### config.mk
export PLATFORM = sky130hd
export DESIGN_NAME = led_scan_monitor_flat
export DESIGN_NICKNAME = d
export VERILOG_FILES = /design/src/rtl/led_scan_pkg.sv /design/src/rtl/led_scan_monitor_if.sv /design/src/rtl/led_period_div.sv /design/src/rtl/led_scan_monitor.sv /design/src/flat_wrapper.sv
export SDC_FILE = /design/constraint.sdc
export NUM_CORES = 1
export LEC_CHECK = 0
export CAP_MARGIN = 10
export CELL_PAD_IN_SITES_DETAIL_PLACEMENT = 1
export CELL_PAD_IN_SITES_GLOBAL_PLACEMENT = 2
export CORE_UTILIZATION = 41
export CTS_CLUSTER_DIAMETER = 200
export DETAILED_ROUTE_END_ITERATION = 7
export PLACE_DENSITY_LB_ADDON = 0.1
export RECOVER_POWER = 50
export SLEW_MARGIN = 20
export SYNTH_ARGS = -nofsm -noshare
export SYNTH_HDL_FRONTEND = slang
export SYNTH_HIERARCHICAL = 1
export SYNTH_SLANG_ARGS = --single-unit
export TNS_END_PERCENT = 1
### constraint.sdc
create_clock -name CLOCK_50 -period 7.3 [get_ports CLOCK_50]
set_clock_uncertainty 0.1 [all_clocks]
set_input_delay 0.73 -clock CLOCK_50 [delete_from_list [all_inputs] [get_ports CLOCK_50]]
set_output_delay 0.73 -clock CLOCK_50 [all_outputs]
set_load 0.005 [all_outputs]
### src/rtl/led_scan_pkg.sv
`default_nettype none
// ============================================================================
//  Module      : led_scan_pkg
//  Description : Shared types, defaults and helpers for the LED scan monitor.
//  Revision    : 1.0 - initial release
// ============================================================================
package led_scan_pkg;

    localparam int C_LED_W     = 8;
    localparam int C_DEF_CNT_W = 26;
    localparam int C_DEF_UNIT  = 1000000;

    typedef enum logic [0:0] {
        IDLE  = 1'b0,
        TRACK = 1'b1
    } state_t;

    // Active-low segment patterns {g,f,e,d,c,b,a} for hex digits 0-F
    localparam logic [6:0] C_SEG_LUT [16] = '{
        7'b1000000, 7'b1111001, 7'b0100100, 7'b0110000,
        7'b0011001, 7'b0010010, 7'b0000010, 7'b1111000,
        7'b0000000, 7'b0010000, 7'b0001000, 7'b0000011,
        7'b1000110, 7'b0100001, 7'b0000110, 7'b0001110
    };

    function automatic logic is_onehot(input logic [C_LED_W-1:0] v);
        return (v != '0) && ((v & (v - 8'd1)) == '0);
    endfunction

    function automatic logic [2:0] onehot_idx(input logic [C_LED_W-1:0] v);
        logic [2:0] idx;
        idx = '0;
        for (int i = 0; i < C_LED_W; i++) begin
            if (v[i]) idx = 3'(i);
        end
        return idx;
    endfunction

endpackage : led_scan_pkg
`default_nettype wire

### src/rtl/led_scan_monitor_if.sv
`default_nettype none
// ============================================================================
//  Module      : led_scan_monitor_if
//  Description : Observed LED bus plus the monitor's measurement outputs.
//  Revision    : 1.0 - initial release
// ============================================================================
interface led_scan_monitor_if #(
    parameter int WIDTH = 8,
    parameter int CNT_W = 26
) ();

    logic [WIDTH-1:0] LED_IN;
    logic [2:0]       POS;
    logic             DIR;
    logic [CNT_W-1:0] PERIOD;
    logic [3:0]       MILLIONS;
    logic             VALID;
    logic             ERR;
    logic [6:0]       HEX0;

    modport master (
        output LED_IN,
        input  POS, DIR, PERIOD, MILLIONS, VALID, ERR, HEX0
    );

    modport slave (
        input  LED_IN,
        output POS, DIR, PERIOD, MILLIONS, VALID, ERR, HEX0
    );

endinterface : led_scan_monitor_if
`default_nettype wire

### src/rtl/led_period_div.sv
`default_nettype none
// ============================================================================
//  Module      : led_period_div
//  Description : Iterative rounding divider, q = min(15, round(period/UNIT)).
//  Revision    : 1.0 - initial release
// ============================================================================
module led_period_div #(
    parameter int CNT_W = 26,
    parameter int UNIT  = 1000000
) (
    input  wire              clk,
    input  wire              rst_n,
    input  wire              i_start,
    input  wire              i_abort,
    input  wire  [CNT_W-1:0] i_period,
    output logic [3:0]       o_q,
    output logic             o_valid
);

    localparam logic [CNT_W:0] C_UNIT = (CNT_W+1)'(UNIT);
    localparam logic [CNT_W:0] C_HALF = (CNT_W+1)'(UNIT / 2);

    logic [CNT_W:0] r_rem;
    logic [3:0]     r_q;
    logic           r_busy;

    // Rounding comes from pre-biasing the dividend by half a unit
    always_ff @(posedge clk or negedge rst_n) begin
        if (!rst_n) begin
            r_rem   <= '0;
            r_q     <= '0;
            r_busy  <= 1'b0;
            o_q     <= '0;
            o_valid <= 1'b0;
        end else if (i_abort) begin
            r_busy  <= 1'b0;
            o_valid <= 1'b0;
        end else if (i_start) begin
            r_rem  <= {1'b0, i_period} + C_HALF;
            r_q    <= '0;
            r_busy <= 1'b1;
        end else if (r_busy) begin
            if ((r_rem >= C_UNIT) && (r_q != 4'd15)) begin
                r_rem <= r_rem - C_UNIT;
                r_q   <= r_q + 4'd1;
            end else begin
                o_q     <= r_q;
                o_valid <= 1'b1;
                r_busy  <= 1'b0;
            end
        end
    end

endmodule : led_period_div
`default_nettype wire

### src/rtl/led_scan_monitor.sv
`default_nettype none
// ============================================================================
//  Module      : led_scan_monitor
//  Description : Tracks a bouncing one-hot LED scanner, measures its step
//                interval and shows the rounded speed level on a 7-seg digit.
//  Revision    : 1.0 - initial release
// ============================================================================
module led_scan_monitor
    import led_scan_pkg::*;
#(
    parameter int WIDTH = C_LED_W,
    parameter int CNT_W = C_DEF_CNT_W,
    parameter int UNIT  = C_DEF_UNIT
) (
    input  wire               CLOCK_50,
    input  wire               KEY0,
    led_scan_monitor_if.slave bus
);

    state_t           r_state, w_state_nxt;
    logic [WIDTH-1:0] r_s1, r_s2;
    logic [WIDTH-1:0] r_prev, w_prev_nxt;
    logic [2:0]       r_pos, w_pos_nxt;
    logic             r_dir, w_dir_nxt;
    logic [CNT_W-1:0] r_cnt, w_cnt_nxt;
    logic [CNT_W-1:0] r_period, w_period_nxt;
    logic             r_primed, w_primed_nxt;
    logic             r_err, w_err_nxt;
    logic             w_start, w_abort;

    logic             w_onehot, w_up, w_dn;
    logic [WIDTH-1:0] w_prev_shl, w_prev_shr;
    logic [CNT_W-1:0] w_cnt_inc;
    logic [3:0]       w_millions;
    logic             w_valid;

    assign w_prev_shl = r_prev << 1;
    assign w_prev_shr = r_prev >> 1;
    assign w_onehot   = is_onehot(r_s2);
    // A shifted-out end LED yields zero, so legality also requires one-hot
    assign w_up       = w_onehot && (r_s2 == w_prev_shl);
    assign w_dn       = w_onehot && (r_s2 == w_prev_shr);
    assign w_cnt_inc  = (r_cnt == '1) ? r_cnt : r_cnt + CNT_W'(1);

    always_ff @(posedge CLOCK_50 or negedge KEY0) begin
        if (!KEY0) begin
            r_s1 <= '0;
            r_s2 <= '0;
        end else begin
            r_s1 <= bus.LED_IN;
            r_s2 <= r_s1;
        end
    end

    always_ff @(posedge CLOCK_50 or negedge KEY0) begin
        if (!KEY0) r_state <= IDLE;
        else       r_state <= w_state_nxt;
    end

    always_comb begin
        w_state_nxt  = r_state;
        w_prev_nxt   = r_prev;
        w_pos_nxt    = r_pos;
        w_dir_nxt    = r_dir;
        w_cnt_nxt    = r_cnt;
        w_period_nxt = r_period;
        w_primed_nxt = r_primed;
        w_err_nxt    = r_err;
        w_start      = 1'b0;
        w_abort      = 1'b0;
        case (r_state)
            IDLE: begin
                if (w_onehot) begin
                    w_prev_nxt   = r_s2;
                    w_pos_nxt    = onehot_idx(r_s2);
                    w_cnt_nxt    = CNT_W'(1);
                    w_primed_nxt = 1'b0;
                    w_state_nxt  = TRACK;
                end
            end
            TRACK: begin
                w_cnt_nxt = w_cnt_inc;
                if (r_s2 == r_prev) begin
                    w_cnt_nxt = w_cnt_inc;
                end else if (w_up || w_dn) begin
                    w_pos_nxt    = onehot_idx(r_s2);
                    w_dir_nxt    = w_up;
                    w_prev_nxt   = r_s2;
                    w_cnt_nxt    = CNT_W'(1);
                    w_primed_nxt = 1'b1;
                    // The first interval after entering TRACK is partial
                    if (r_primed) begin
                        w_period_nxt = r_cnt;
                        w_start      = 1'b1;
                    end
                end else begin
                    w_err_nxt   = 1'b1;
                    w_abort     = 1'b1;
                    w_state_nxt = IDLE;
                end
            end
            default: w_state_nxt = IDLE;
        endcase
    end

    always_ff @(posedge CLOCK_50 or negedge KEY0) begin
        if (!KEY0) begin
            r_prev   <= '0;
            r_pos    <= '0;
            r_dir    <= 1'b0;
            r_cnt    <= '0;
            r_period <= '0;
            r_primed <= 1'b0;
            r_err    <= 1'b0;
        end else begin
            r_prev   <= w_prev_nxt;
            r_pos    <= w_pos_nxt;
            r_dir    <= w_dir_nxt;
            r_cnt    <= w_cnt_nxt;
            r_period <= w_period_nxt;
            r_primed <= w_primed_nxt;
            r_err    <= w_err_nxt;
        end
    end

    led_period_div #(
        .CNT_W (CNT_W),
        .UNIT  (UNIT)
    ) u_div (
        .clk      (CLOCK_50),
        .rst_n    (KEY0),
        .i_start  (w_start),
        .i_abort  (w_abort),
        .i_period (r_cnt),
        .o_q      (w_millions),
        .o_valid  (w_valid)
    );

    assign bus.POS      = r_pos;
    assign bus.DIR      = r_dir;
    assign bus.PERIOD   = r_period;
    assign bus.MILLIONS = w_millions;
    assign bus.VALID    = w_valid;
    assign bus.ERR      = r_err;
    assign bus.HEX0     = C_SEG_LUT[w_millions];

endmodule : led_scan_monitor
`default_nettype wire

### src/flat_wrapper.sv
// flat-port wrapper written by rule: the top's interface ports become plain ports
module led_scan_monitor_flat import led_scan_pkg::*;
#(
    parameter int WIDTH = C_LED_W,
    parameter int CNT_W = C_DEF_CNT_W,
    parameter int UNIT  = C_DEF_UNIT
)
  (CLOCK_50, KEY0, bus_LED_IN, bus_POS, bus_DIR, bus_PERIOD, bus_MILLIONS, bus_VALID, bus_ERR, bus_HEX0);
  led_scan_monitor_if #(.WIDTH(WIDTH), .CNT_W(CNT_W)) bus_i ();
  input  wire CLOCK_50;
  input  wire KEY0;
  input wire logic [$bits(bus_i.LED_IN)-1:0] bus_LED_IN;
  output wire logic [$bits(bus_i.POS)-1:0] bus_POS;
  output wire logic [$bits(bus_i.DIR)-1:0] bus_DIR;
  output wire logic [$bits(bus_i.PERIOD)-1:0] bus_PERIOD;
  output wire logic [$bits(bus_i.MILLIONS)-1:0] bus_MILLIONS;
  output wire logic [$bits(bus_i.VALID)-1:0] bus_VALID;
  output wire logic [$bits(bus_i.ERR)-1:0] bus_ERR;
  output wire logic [$bits(bus_i.HEX0)-1:0] bus_HEX0;
  assign bus_i.LED_IN = bus_LED_IN;
  assign bus_POS = bus_i.POS;
  assign bus_DIR = bus_i.DIR;
  assign bus_PERIOD = bus_i.PERIOD;
  assign bus_MILLIONS = bus_i.MILLIONS;
  assign bus_VALID = bus_i.VALID;
  assign bus_ERR = bus_i.ERR;
  assign bus_HEX0 = bus_i.HEX0;
  led_scan_monitor #(.WIDTH(WIDTH), .CNT_W(CNT_W), .UNIT(UNIT)) u_core (.CLOCK_50(CLOCK_50), .KEY0(KEY0), .bus(bus_i));
endmodule
After elaboration in Yosys (flattened, before gate mapping):

Memories as Yosys holds them, arrays and structs flattened.
Index checks and enable logic that the tools add are counted.

* add/sub/neg operators: 5
* multipliers: 0
* divide/modulo/power cells: 0
* order comparisons: 2
* eq/ne operators: 10
* shift-type cells: 0
* multiplexer cells: 51
* bitwise gates (word level): 8
* reduce and logical (&&, ||, !) cells: 17

Operator list (number)
* $mux 26: 4
* $mux 27: 3
* $pmux 26 s2: 1
* $add 26x19->27 const B: 1
* $ge 27x20->1 const B: 1
* $sub 27x20->27 const B: 1
* $add 26x1->26 const B: 1
* $eq 26x26->1 const B: 1
* $mux 8: 3
* $mux 1: 22
* $mux 3: 7
* $eq 8x8->1: 2
* $pmux 8 s2: 1
* $reduce_and 3->1: 5
* $mux 7: 2
* $mux 4: 3
* $and 8x8->8: 1
* $eq 8x7->1: 1
* $logic_not 8->1: 1
* $reduce_and 4->1: 2
* $reduce_bool 8->1: 1
* $sub 8x1->8 const B: 1
* $ne 2x2->1 const B: 3
* $not 1->1: 6
* other kinds (11): 19

* bits in registers: 120
* bits in latches: 0
* RAM bits: 0
* memory bits (read-only): 112
* input port bits: 10
* output and inout bits: 43
* logic and storage cells: 109
* memories kept: 1

Memories
* (name not given): words 16, width 7, read ports 1, clocked after memory_dff 0, write ports 0, RTL line led_scan_monitor.sv:145 `assign bus.HEX0 = C_SEG_LUT[w_millions];`

Logic depth before layout (Yosys ltp):

Gate-level depths: netlist of run 1.

* word-level depth: 11
* mapped depth: 15
* depth with buffers taken out: 11

Hierarchy:

Netlist of run 1, hierarchy kept.

By module, submodules not included
* led_scan_monitor: times used 1, cells each 399, area each 4336.7 um^2, sequential area each 2077.0 um^2
* led_period_div: times used 1, cells each 299, area each 2576.2 um^2, sequential area each 925.9 um^2

Least setup slack after synthesis of run 1:

No wires, ideal clock.

* path kind: reg2reg
* start: register u_core.r_s2[2]
* end: register u_core.u_div.r_rem[22]
* library setup time: 126 ps
* arrival: 2819 ps
* data required time: 7074 ps
* path slack: 4255 ps
* cell stages (with the launch flop): 15
* buffers on the path: 5
* clock period less this slack: 3045 ps
* cells stage by stage: dfrtp_1 > buf_6 > nor4_4 > nand4b_1 > nand4_2 > o21bai_2 > nor3b_2 > buf_6 > buf_12 > clkbuf_1 > inv_1 > nor2_1 > clkbuf_1 > a21oi_1 > o311a_1

* longest elaborated chain between the ends: 11
* elaborated cells between the ends (all ways): 22
* those cells by class: add/sub: 1; eq/ne: 3; mux: 7; bitwise: 2; reduce/logical: 9

RTL lines
* from (decl): RTL line led_scan_monitor.sv:21 `logic [WIDTH-1:0] r_s1, r_s2;`
* from (signal assigned): RTL line led_scan_monitor.sv:51 `r_s2 <= r_s1;`
* $sub 8x1->8: RTL line led_scan_pkg.sv:27 `return (v != '0) && ((v & (v - 8'd1)) == '0);`
* $and 8x8->8: RTL line led_scan_pkg.sv:27
* $logic_not 8->1: RTL line led_scan_pkg.sv:27
* $logic_and 1x1->1: RTL line led_scan_pkg.sv:27
* $logic_and 1x1->1, on equally long branches: RTL line led_scan_monitor.sv:41, led_scan_monitor.sv:42
* $logic_or 1x1->1: RTL line led_scan_monitor.sv:85 `end else if (w_up || w_dn) begin`
* $mux 1: RTL line led_scan_monitor.sv:85
* $mux 1 (*): RTL line led_scan_monitor.sv:83 `if (r_s2 == r_prev) begin`
* $mux 1 (*): RTL line led_scan_monitor.sv:71 `case (r_state)`
* via u_core.w_start: RTL line led_scan_monitor.sv:29 `logic w_start, w_abort;`
* $reduce_bool 2->1 (no line)
* $reduce_and 3->1 (no line)
* to (signal assigned): RTL line led_period_div.sv:39 `r_rem <= {1'b0, i_period} + C_HALF;`
* to (signal assigned): RTL line led_period_div.sv:44 `r_rem <= r_rem - C_UNIT;`
* to (decl): RTL line led_period_div.sv:23 `logic [CNT_W:0] r_rem;`

Mark *: on every way through the listed nets, which the timed path passes. The rest lies on a longest branch.
A chain may end at the register's enable or synchronous reset.

Worst setup path in the final report of run 1:

* start: register u_core.r_s2[4]
* end: register u_core.u_div.r_rem[19]

* longest elaborated chain between the ends: 11
* elaborated cells between the ends (all ways): 22
* those cells by class: add/sub: 1; eq/ne: 3; mux: 7; bitwise: 2; reduce/logical: 9

RTL lines (RTL line)
* $sub 8x1->8: led_scan_pkg.sv:27
* $and 8x8->8: led_scan_pkg.sv:27
* $logic_not 8->1: led_scan_pkg.sv:27
* $logic_and 1x1->1: led_scan_pkg.sv:27
* $logic_and 1x1->1, on equally long branches: led_scan_monitor.sv:41, led_scan_monitor.sv:42
* $logic_or 1x1->1: led_scan_monitor.sv:85
* $mux 1: led_scan_monitor.sv:85
* $mux 1: led_scan_monitor.sv:83
* $mux 1: led_scan_monitor.sv:71
* $reduce_bool 2->1 (no line) / $not 1->1 (equally long branches)
* $reduce_and 3->1 (no line)

Parallel ways exist; a longest one is shown, timed or not.

==> summary.txt, run 1 <==
Worst setup path
  – Most used cell, CP: nor2_1
  – Worst path max stage delay: 820 ps
  – Delay-heaviest family, CP: compound AO/OA/AOI/OAI gates
  – Setup Crit Path Kind: reg -> reg
  – Cell depth of the worst setup path: 11
  – Crit path arrival time: 4890 ps
  – Crit path launch type: flop
  – CP Capture Type: flop
  – WP buf/inv: 2
  – CP max FO: 72
  – CP cell instances: nor2_1 -> o21ai_0 -> a211oi_1 -> o21bai_2 -> nor3b_4 -> buf_4 -> inv_1 -> nor2_1 -> nor2_1 -> a211oi_1 -> a2bb2oi_1
  – WP data required: 7540 ps
  – Worst r2r path cells: 11
  – CP max-delay cell: nor2_1

Die
  – Die area: 17400 um2
  – Die width: 132 um
  – Die Y-Extent: 132 um
  – Row cnt: 47
  – Core Region: 16500 um2
  – Top Ports: 53
  – Initial core utilization: 0.418

Synthesis
  – Syn Area/Cell: 9.90 um2
  – Ys Warns: 6
  – Post-synth cell types: 82
  – Synthesized area: 6910 um2
  – Synthesized net count: 719
  – Synth area leaders: dfrtp_1, nand2_1, mux2_4
  – Primary FF master, synth: dfrtp_1
  – Area share of the largest cell type after synthesis: 0.434
  – Sequential fraction of the synthesis area: 0.434
  – Seq cells post-synth: 120
  – EDFF count, synth: 0
  – Cell count after synthesis: 698
  – Asr flop ratio synth: 1.00
  – Yosys top cell by area: dfrtp_1

Clock tree
  – Hold_buf cts: 0
  – Worst-path clk slew: 70 ps
  – Htree depth: 4
  – CTS buffer count: 17
  – Post_cts resized: 0
  – Post-CTS setup buffer count: 0
  – Clk buf depth: 2
  – Clk_lat worst skew: 420 ps
  – Root buffer cell: clkbuf_16
  – Clk sinks: 120
  – CTS tree: yes

Power
  – Switching portion of total power: 0.310
  – VDD IR-drop max: 0.000170 V
  – LEAKAGE: 3.38 nW
  – Flop pwr share: 0.425
  – Sw power: 569 uW
  – Comb power frac: 0.137
  – Power Density: 227 nW/um2
  – Clock power frac: 0.438
  – Internal power: 1.26 mW
  – Final Power: 1.83 mW

Global route
  – GR peak layer: met2
  – GR Util met1: 0.319
  – Largest net degree at the start of global routing: 73
  – Vias in the first global route: 5943
  – Grt ovf: 0
  – Met2 Usage GRT: 0.380
  – Met3 usage: 0.0531
  – First-pass GRT wire length: 32300 um
  – Initial antenna violation count: 0
  – Tot GR Track Use: 0.234

Detailed routing
  – Iteration-0 DRC Markers: 323
  – Pre-antenna DRT Iters: 4
  – Vias: 5577
  – Remaining DRCs: 0
  – Post-Route WL: 19200 um
  – DR vias/cell: 5.76
  – Antenna viol nets, final: 0
  – Wire per inst: 19.8 um

Layout
  – Post-Layout Cell Count: 969
  – Commonest non-fill, non-tap cell in the layout: dfrtp_1
  – Nets@finish: 757
  – Ant diodes: 0
  – Layout overhead on the synthesized area: 16.9%
  – Share of layout cells above drive strength 1: 0.140
  – Final Util: 0.489
  – Most frequent cells in the layout: dfrtp_1, nand2_1, nor2_1

STA
  – Highest clock rate: 0.215 GHz
  – # setup viols final: 0
  – Fin crit period: 4650 ps
  – Final Slew Violations: 123
  – Worst-Margin Slew: 3280 ps
  – RSZ-0062 raised after global routing: false
  – Final Cycle Share: 0.637
  – Relative slew slack: -1.19
  – Hold Vio Cnt, Final: 0
  – Final Hold Slack: 250 ps
  – Sum Neg Setup Slack: 0 ps

Place
  – Post-DP HPWL: 12800 um
  – Inst Count DP: 937
  – Count of buffers from port buffering: 52
  – GPL Wtd Cong: 0.802

Status
  – Failing checks: capacitance limit, slew limit
  – Status: finished with violations

Hold path
  – Worst hold path type: reg -> reg
  – Hold path depth: 0

Job
  – Max Cap Violations: 2
[metrics by stage]
| step | cell area [um2] | setup slack [ps] |
|---|---|---|
| floorplan | 6910 | 4260 |
| global placement | 7530 | 3030 |
| detailed placement | 7530 | 2900 |
| CTS | 8090 | 2830 |
| global route | 8080 | 2000 |
| finish | 8080 | 2650 |
[path summary, 6_finish.rpt]
kind	start	endpoint	slack (ps)
setup / recovery	u_core/r_s2[4]	u_core/u_div/r_rem[19]	2650
min in group asynchronous	KEY0	u_core/u_div/r_rem[20]	1300
setup reg to reg	u_core/r_s2[4]	u_core/u_div/r_rem[19]	2650
max in group asynchronous	KEY0	u_core/u_div/r_rem[17]	2910
hold reg to reg	u_core/r_s1[3]	u_core/r_s2[3]	250
hold / removal	u_core/r_s1[3]	u_core/r_s2[3]	250
[state kept, by name, summed over array words and instances (netlist names)]
signal / cells
u_core/u_div/r_rem: 27
u_core/bus.PERIOD: 26
u_core/r_cnt: 26
u_core/r_prev: 8
u_core/r_s1: 8
u_core/r_s2: 8
u_core/u_div/o_q: 4
u_core/u_div/r_q: 4
u_core/bus.POS: 3
u_core/bus.DIR: 1
u_core/bus.ERR: 1
u_core/r_primed: 1
u_core/r_state: 1
u_core/u_div/o_valid: 1
u_core/u_div/r_busy: 1
[cell families after synthesis]
family	after synthesis	synth area share
AO/OA/AOI/OAI	155	0.161
XOR/XNOR	41	0.0519
adder cells (fa/ha/maj)	11	0.0199
buffers and inverters	60	0.0452
flip-flops	120	0.434
multiplexers	47	0.0860
AND/OR/NAND/NOR	264	0.201
[cells in the mapped netlist, types with 3 or more instances]
master / count
o22ai_1: 6
mux2_4: 19
and2_1: 3
inv_1: 21
nand4_1: 27
nand2b_1: 6
o311ai_0: 6
nor2_1: 53
ha_1: 11
a2bb2oi_1: 5
nand2_1: 77
xor2_1: 21
dfrtp_1: 120
a22oi_1: 5
o2bb2ai_1: 3
buf_6: 5
nor3b_1: 6
nor3_2: 3
o41a_1: 3
clkbuf_1: 20
o21ai_1: 3
o21ai_0: 30
mux2_2: 18
mux2i_1: 5
or3_1: 4
xnor2_1: 20
a21oi_1: 30
nor2b_1: 8
nor4_1: 12
nand4b_1: 6
o31ai_1: 5
a31oi_1: 16
mux2_1: 5
o21ai_2: 4
nand3_1: 21
nor3_1: 13
a211oi_1: 3
o211ai_1: 3
or2_2: 3
and3_1: 8
buf_2: 8
[per-layer routing]
metal	vias to the layer above	wire length (um)	part of all wire
met5	-	0	0
met4	0	144	0.0075
met3	13	769	0.040
met2	98	9300	0.49
met1	2831	8950	0.47
li1	2635	-	-
[layout make-up]
cell class | instances | area (um2)
inverter | 22 | 82.6
clock buffer | 17 | 425
multi-input combinational | 518 | 3610
tap | 220 | 275
timing repair buffer | 57 | 549
clock inverter | 15 | 133
fill | 1815 | 8450
sequential | 120 | 3000
[power by group through the flow]
stage | logic [mW] | registers, mW | clock network, mW
finish | 0.252 | 0.778 | 0.803
CTS | 0.258 | 0.779 | 0.825
global placement | 0.254 | 0.789 | 0
detailed placement | 0.257 | 0.790 | 0
global route | 0.282 | 0.786 | 0.856
floorplan | 0.177 | 0.763 | 0
Note: power is estimated with default switching activity, not from simulation.
==> inputs of run 2 (changes only) <==
Settings changed: CORE_UTILIZATION 41 to 38.
Clock period 7.3 ns to 4.75 ns, I/O delays scaled along.
==> run 2 against run 1 <==
Against the previous run: the flow still finishes with violations (capacitance limit, slew limit); combinational power is 54% higher; first-iteration DRC count is 12% lower; cell area is 0.62% higher; fmax is 28% higher; via count is 0.41% higher; sequential share of layout area is 0.23 points lower; critical path depth is 1 lower; non-clock buffer count is 1 higher.
==> summary.txt, run 2 (same netlist as run 1, synthesis figures left out) <==
Status
  – Status: finished with violations
  – Failing checks: capacitance limit, slew limit

Die
  – Die Y-Extent: 137 um (+3.8%)
  – Initial core utilization: 0.394 (-0.0241)
  – Row cnt: 48 (+2.1%)
  – Die area: 18700 um2 (+7.8%)
  – Die width: 137 um (+3.8%)
  – Core Region: 17500 um2 (+6.1%)
  – Top Ports: 53 (unchanged)

STA
  – Highest clock rate: 0.275 GHz (+28%)
  – Final worst-path setup slack: 1110 ps (-1540 ps)
  – Hold Vio Cnt, Final: 0 (unchanged)
  – # setup viols final: 0 (unchanged)
  – Final Cycle Share: 0.765 (+0.129)
  – Relative slew slack: -0.993 (+0.195)
  – RSZ-0062 raised after global routing: false
  – Fin crit period: 3640 ps (-1010 ps)
  – Final Slew Violations: 53 (-57%)
  – Worst-Margin Slew: 2990 ps (-293 ps)
  – Sum Neg Setup Slack: 0 ps (unchanged)

Worst setup path
  – WP data required: 4990 ps (-2550 ps)
  – CP Capture Type: flop
  – Crit path arrival time: 3870 ps (-1020 ps)
  – Crit path launch type: flop
  – CP max FO: 13 (-82%)
  – Setup Crit Path Kind: reg -> reg

Layout
  – Most frequent cells in the layout: dfrtp_1, nand2_1, nor2_1
  – Design area: 8130 um2 (+0.62%)
  – Ant diodes: 0 (unchanged)
  – Max reg flops: 27 (unchanged)
  – Share of layout cells above drive strength 1: 0.143 (+0.00248)
  – Largest register by flop count: u_core/u_div/r_rem
  – Layout overhead on the synthesized area: 17.6%
  – Commonest non-fill, non-tap cell in the layout: dfrtp_1
  – Final Util: 0.463 (-0.0254)
  – Nets@finish: 758 (+0.13%)
  – Post-Layout Cell Count: 975 (+0.62%)

Detailed routing
  – Pre-antenna DRT Iters: 4 (unchanged)
  – Antenna viol nets, final: 0 (unchanged)
  – Wire per inst: 20.5 um (+3.6%)
  – Iteration-0 DRC Markers: 285 (-12%)
  – Remaining DRCs: 0 (unchanged)
  – Post-Route WL: 20000 um (+4.2%)
  – DR vias/cell: 5.74 (-0.21%)
  – Vias: 5600 (+0.41%)

Clock tree
  – Post-CTS setup buffer count: 0 (unchanged)
  – Clk_lat worst skew: 430 ps (about the same)
  – Worst-path clk slew: 60 ps (about the same)
  – CTS buffer count: 17 (unchanged)
  – Hold_buf cts: 0 (unchanged)
  – Post_cts resized: 0 (unchanged)
  – Clk buf depth: 2 (unchanged)
  – CTS tree: yes
  – Root buffer cell: clkbuf_16
  – Clk sinks: 120 (unchanged)
  – Htree depth: 4 (unchanged)

Global route
  – First-pass GRT wire length: 32400 um (+0.21%)
  – Largest net degree at the start of global routing: 71 (-2.7%)
  – Tot GR Track Use: 0.228 (-0.00598)
  – Vias in the first global route: 5896 (-0.79%)
  – Initial antenna violation count: 0 (unchanged)
  – Grt ovf: 0 (unchanged)

Place
  – Inst Count DP: 943 (+0.64%)
  – Count of buffers from port buffering: 52 (unchanged)
  – Worst slack, placed: 1100 ps (-1800 ps)
  – Post-DP HPWL: 13500 um (+6.0%)
  – Placed cell area: 7540 um2 (+0.18%)
  – GPL Wtd Cong: 0.794 (-0.95%)

Power
  – Power Density: 356 nW/um2 (+57%)
  – LEAKAGE: 3.38 nW (about the same)
  – VDD IR-drop max: 0.000240 V (+41%)

Hold path
  – Worst hold path type: reg -> reg

Job
  – Max Cap Violations: 1 (-1)
-- run 2: cell count changes in the layout (fill, tap and decap cells not counted) --
cell             before  now
a211oi_1              4    3
clkdlybuf4s50_1      39   38
clkbuf_2              1    2
a211oi_2              0    1
clkinv_2              2    1
dlygate4sd3_1        12   13
clkinv_4              3    4
inv_8                 4    0
clkinvlp_4            1    3
bufinv_16             0    2
-- run 2: final cells by class --
class	instances	area [um2]
Tap cell	225	282
Clock buffer	17	425
Sequential cell	120	3000
Multi-Input combinational cell	518	3610
Fill cell	1966	9410
Timing Repair Buffer	58	554
Clock inverter	15	166
Inverter	22	82.6
-- run 2: per-layer routing --
metal	track usage	vias to the layer above	wire, um
met5	0	-	0
met4	0.0580	0	233
met3	0.0478	19	504
met2	0.377	71	9720
met1	0.303	2874	9530
li1	-	2636	-
-- run 2: per-stage QoR --
step / hold slack (ps) / power [mW]
2_1_floorplan: 79.4 / 1.45
3_3_place_gp: 237 / 1.61
3_5_place_dp: 237 / 1.61
4_1_cts: 21.0 / 2.95
5_1_grt: 263 / 3.02
6_report: 248 / 2.89
-- run 2: worst paths after layout --
kind                                      from                     end  slack [ps]  cells after the start
worst min-delay path            u_core/r_s1[5]          u_core/r_s2[5]         250                      0
min in group asynchronous                 KEY0  u_core/u_div/r_rem[23]         930                      1
worst min register to register  u_core/r_s1[5]          u_core/r_s2[5]         250                      0
worst max-delay path            u_core/r_s2[4]  u_core/u_div/r_rem[19]        1110                     10
max in group asynchronous                 KEY0         u_core/r_cnt[5]        1420                      2
worst max register to register  u_core/r_s2[4]  u_core/u_div/r_rem[19]        1110                     10
-- run 2: worst max-delay path, stage by stage, from the launching register on --
cell and delay (ps):
dfrtp_1 510, nor2_1 190, o21ai_0 130, a211oi_2 490
o21bai_2 150, nor3b_4 230, inv_1 280, nor2_1 820
nor2_1 110, a211oi_1 310, a2bb2oi_1 210
-- run 2: where the power goes --
| part | switching [mW] | internal, mW | total [mW] |
|---|---|---|---|
| clock network | 0.532 | 0.782 | 1.31 |
| logic | 0.228 | 0.159 | 0.388 |
| registers | 0.102 | 1.09 | 1.19 |
==> inputs of run 3 (changes only) <==
Clock period 4.75 ns to 3.6 ns, I/O delays scaled along.
==> run 3 against run 2 <==
Against the previous run: the flow still finishes with violations (capacitance limit, slew limit); non-clock buffer count rose by 10; via count down 0.48%; global-route usage is 0.22 points lower; register-to-register slack got worse by 720 ps; setup slack got worse by 720 ps; final cell count is 1.0% higher; largest cell class unchanged; routed wire length shrank 2.4%; hold slack improved by 3.2 ps.
==> summary.txt, run 3 (same netlist as run 1, synthesis figures left out) <==
Clock tree
  – Clk buf depth: 2 (unchanged)
  – Root buffer cell: clkbuf_16
  – Htree depth: 4 (unchanged)
  – Clk sinks: 120 (unchanged)
  – CTS tree: yes
  – Worst-path clk slew: 60 ps (about the same)
  – CTS buffer count: 17 (unchanged)
  – Post_cts resized: 0 (unchanged)
  – Clk_lat worst skew: 430 ps (about the same)

Power
  – Flop pwr share: 0.409 (-0.003)
  – Sw power: 1.14 mW (+33%)
  – LEAKAGE: 3.45 nW (+2.0%)
  – VDD IR-drop max: 0.000315 V (+31%)
  – Comb power frac: 0.132 (-0.002)
  – Final Power: 3.85 mW (+33%)
  – Power Density: 468 nW/um2 (+31%)
  – Internal power: 2.71 mW (+33%)
  – Switching portion of total power: 0.297 (-0.00101)
  – Clock power frac: 0.459 (+0.005)

Hold path
  – Hold path endpoint: u_core/r_s2[4]
  – Hold path depth: 0 (unchanged)
  – HP Start: u_core/r_s1[4]
  – Worst hold path type: reg -> reg

Layout
  – Max reg flops: 27 (unchanged)
  – Largest register by flop count: u_core/u_div/r_rem
  – Nets@finish: 768 (+1.3%)
  – Most frequent cells in the layout: dfrtp_1, nand2_1, nor2_1
  – Ant diodes: 0 (unchanged)
  – Commonest non-fill, non-tap cell in the layout: dfrtp_1
  – Fillers: 1956 (-0.51%)
  – Share of layout cells above drive strength 1: 0.153 (+0.00996)
  – Layout overhead on the synthesized area: 19.1%
  – Post-Layout Cell Count: 985 (+1.0%)

Place
  – Inst Count DP: 952 (+0.95%)
  – Worst slack, placed: 367 ps (-735 ps)
  – Count of buffers from port buffering: 52 (unchanged)
  – GPL Wtd Cong: 0.820 (+3.3%)
  – Post-DP HPWL: 13500 um (+0.13%)

STA
  – Final Cycle Share: 0.891 (+0.125)
  – # setup viols final: 0 (unchanged)
  – RSZ-0062 raised after global routing: false
  – Relative slew slack: -0.810 (+0.184)
  – Final Hold Slack: 251 ps (+3.21 ps)
  – Hold Vio Cnt, Final: 0 (unchanged)
  – Highest clock rate: 0.312 GHz (+13%)
  – Final worst-path setup slack: 393 ps (-721 ps)
  – Fin crit period: 3210 ps (-429 ps)
  – Final Slew Violations: 46 (-13%)
  – Worst-Margin Slew: 2710 ps (-276 ps)
  – Sum Neg Setup Slack: 0 ps (unchanged)

Global route
  – Largest net degree at the start of global routing: 48 (-32%)
  – Initial antenna violation count: 0 (unchanged)
  – Vias in the first global route: 5895 (-0.017%)
  – First-pass GRT wire length: 32100 um (-0.73%)
  – Tot GR Track Use: 0.226 (-0.00219)
  – Grt ovf: 0 (unchanged)

Die
  – Die Y-Extent: 137 um (unchanged)
  – Die width: 137 um (unchanged)
  – Die area: 18700 um2 (unchanged)
  – Initial core utilization: 0.394 (unchanged)
  – Core Region: 17500 um2 (unchanged)
  – Top Ports: 53 (unchanged)
  – Row cnt: 48 (unchanged)

Worst setup path
  – Reg-to-Reg Start: u_core/r_s2[2]
  – CP cell instances: nor4_4 -> nand4b_1 -> nand4_2 -> o21bai_2 -> nor3b_4 -> inv_1 -> nor2_1 -> nor2_1 -> a211oi_1 -> a2bb2oi_1
  – Crit path arrival time: 3460 ps (-410 ps)
  – Crit path launch type: flop
  – Worst r2r path cells: 10 (unchanged)
  – Setup Crit Path Kind: reg -> reg
  – Most used cell, CP: nor2_1
  – Reg2reg setup slack: 390 ps (-720 ps)
  – CP Capture Type: flop
  – WP data required: 3850 ps (-1140 ps)
  – WP buf/inv: 1 (unchanged)
  – R2r endpoint: u_core/u_div/r_rem[19]
  – CP max-delay cell: nor2_1
  – CP max FO: 7 (-6)
  – Delay-heaviest family, CP: simple AND/OR/NAND/NOR gates
  – Worst path max stage delay: 590 ps (-230 ps)

Detailed routing
  – DR vias/cell: 5.66 (-1.5%)
  – Iteration-0 DRC Markers: 238 (-16%)
  – Remaining DRCs: 0 (unchanged)
  – Vias: 5573 (-0.48%)
  – Post-Route WL: 19500 um (-2.4%)
  – Pre-antenna DRT Iters: 4 (unchanged)
  – Antenna viol nets, final: 0 (unchanged)
  – Wire per inst: 19.8 um (-3.4%)

Status
  – Status: finished with violations
  – Failing checks: capacitance limit, slew limit

Job
  – Max Cap Violations: 1 (unchanged)
[run 3: cell count changes in the layout (fill, tap and decap cells not counted)]
cell / change
nor3_2: +1
dlygate4sd3_1: +1
clkbuf_2: -2
nor3_4: -1
inv_6: -2
clkinv_2: -1
inv_8: +5
buf_4: +10
buf_12: +1
clkinvlp_4: -2
[run 3: layout make-up]
cell class | count | area, um2 | share of cell area
clock buffer | 17 | 425 | 0.0517
clock inverter | 15 | 185 | 0.0225
inverter | 22 | 82.6 | 0.0100
multi-input combinational | 518 | 3610 | 0.438
sequential | 120 | 3000 | 0.365
tap | 225 | 282 | 0.0342
timing repair buffer | 68 | 649 | 0.0789
[run 3: worst max path at each step]
| stage | start | end | slack [ps] | cells past startpoint |
|---|---|---|---|---|
| 2_1_floorplan | u_core/r_s2[2] | u_core/u_div/r_rem[22] | 560 | 14 |
| 3_3_place_gp | u_core/r_s2[3] | u_core/u_div/r_rem[19] | 450 | 10 |
| 3_5_place_dp | u_core/r_s2[2] | u_core/u_div/r_rem[19] | 370 | 10 |
| 4_1_cts | u_core/r_s2[2] | u_core/u_div/r_rem[19] | 340 | 10 |
| 5_1_grt | u_core/r_s2[4] | u_core/u_div/r_rem[19] | 60 | 10 |
| 6_report | u_core/r_s2[2] | u_core/u_div/r_rem[19] | 390 | 10 |
[run 3: power by group through the flow]
stage / clock, mW / sequential, mW / combinational, mW
3_3_place_gp: 0 / 1.60 / 0.507
4_1_cts: 1.82 / 1.58 / 0.527
6_report: 1.77 / 1.58 / 0.510
3_5_place_dp: 0 / 1.60 / 0.525
2_1_floorplan: 0 / 1.55 / 0.359
5_1_grt: 1.88 / 1.59 / 0.567
[run 3: per-stage QoR]
step	area (um2)	utilization
finish	8240	0.470
global placement	7620	0.434
floorplan	6910	-
global route	8240	0.470
CTS	8240	0.470
detailed placement	7620	0.434
[run 3: what timing repair did]
| item | CTS | global route |
|---|---|---|
| hold buffers | 1 | 0 |
| endpoints found under the hold margin | 44 | 0 |
| setup buffers | 0 | 0 |
[run 3: worst reg2reg max path, delay by kind of cell (launching register included)]
kind | cells | cell delay (ps)
buffers and inverters | 1 | 100
AOI/OAI and AO/OA | 3 | 580
and+or+nand+nor | 6 | 1850
DFF | 1 | 500
[run 3: routing by layer]
metal	routed length, um	GRT usage	share of wire
met5	0	0	0
met4	156	0.0720	0.0080
met2	9640	0.369	0.49
met1	9150	0.304	0.47
met3	558	0.0385	0.029
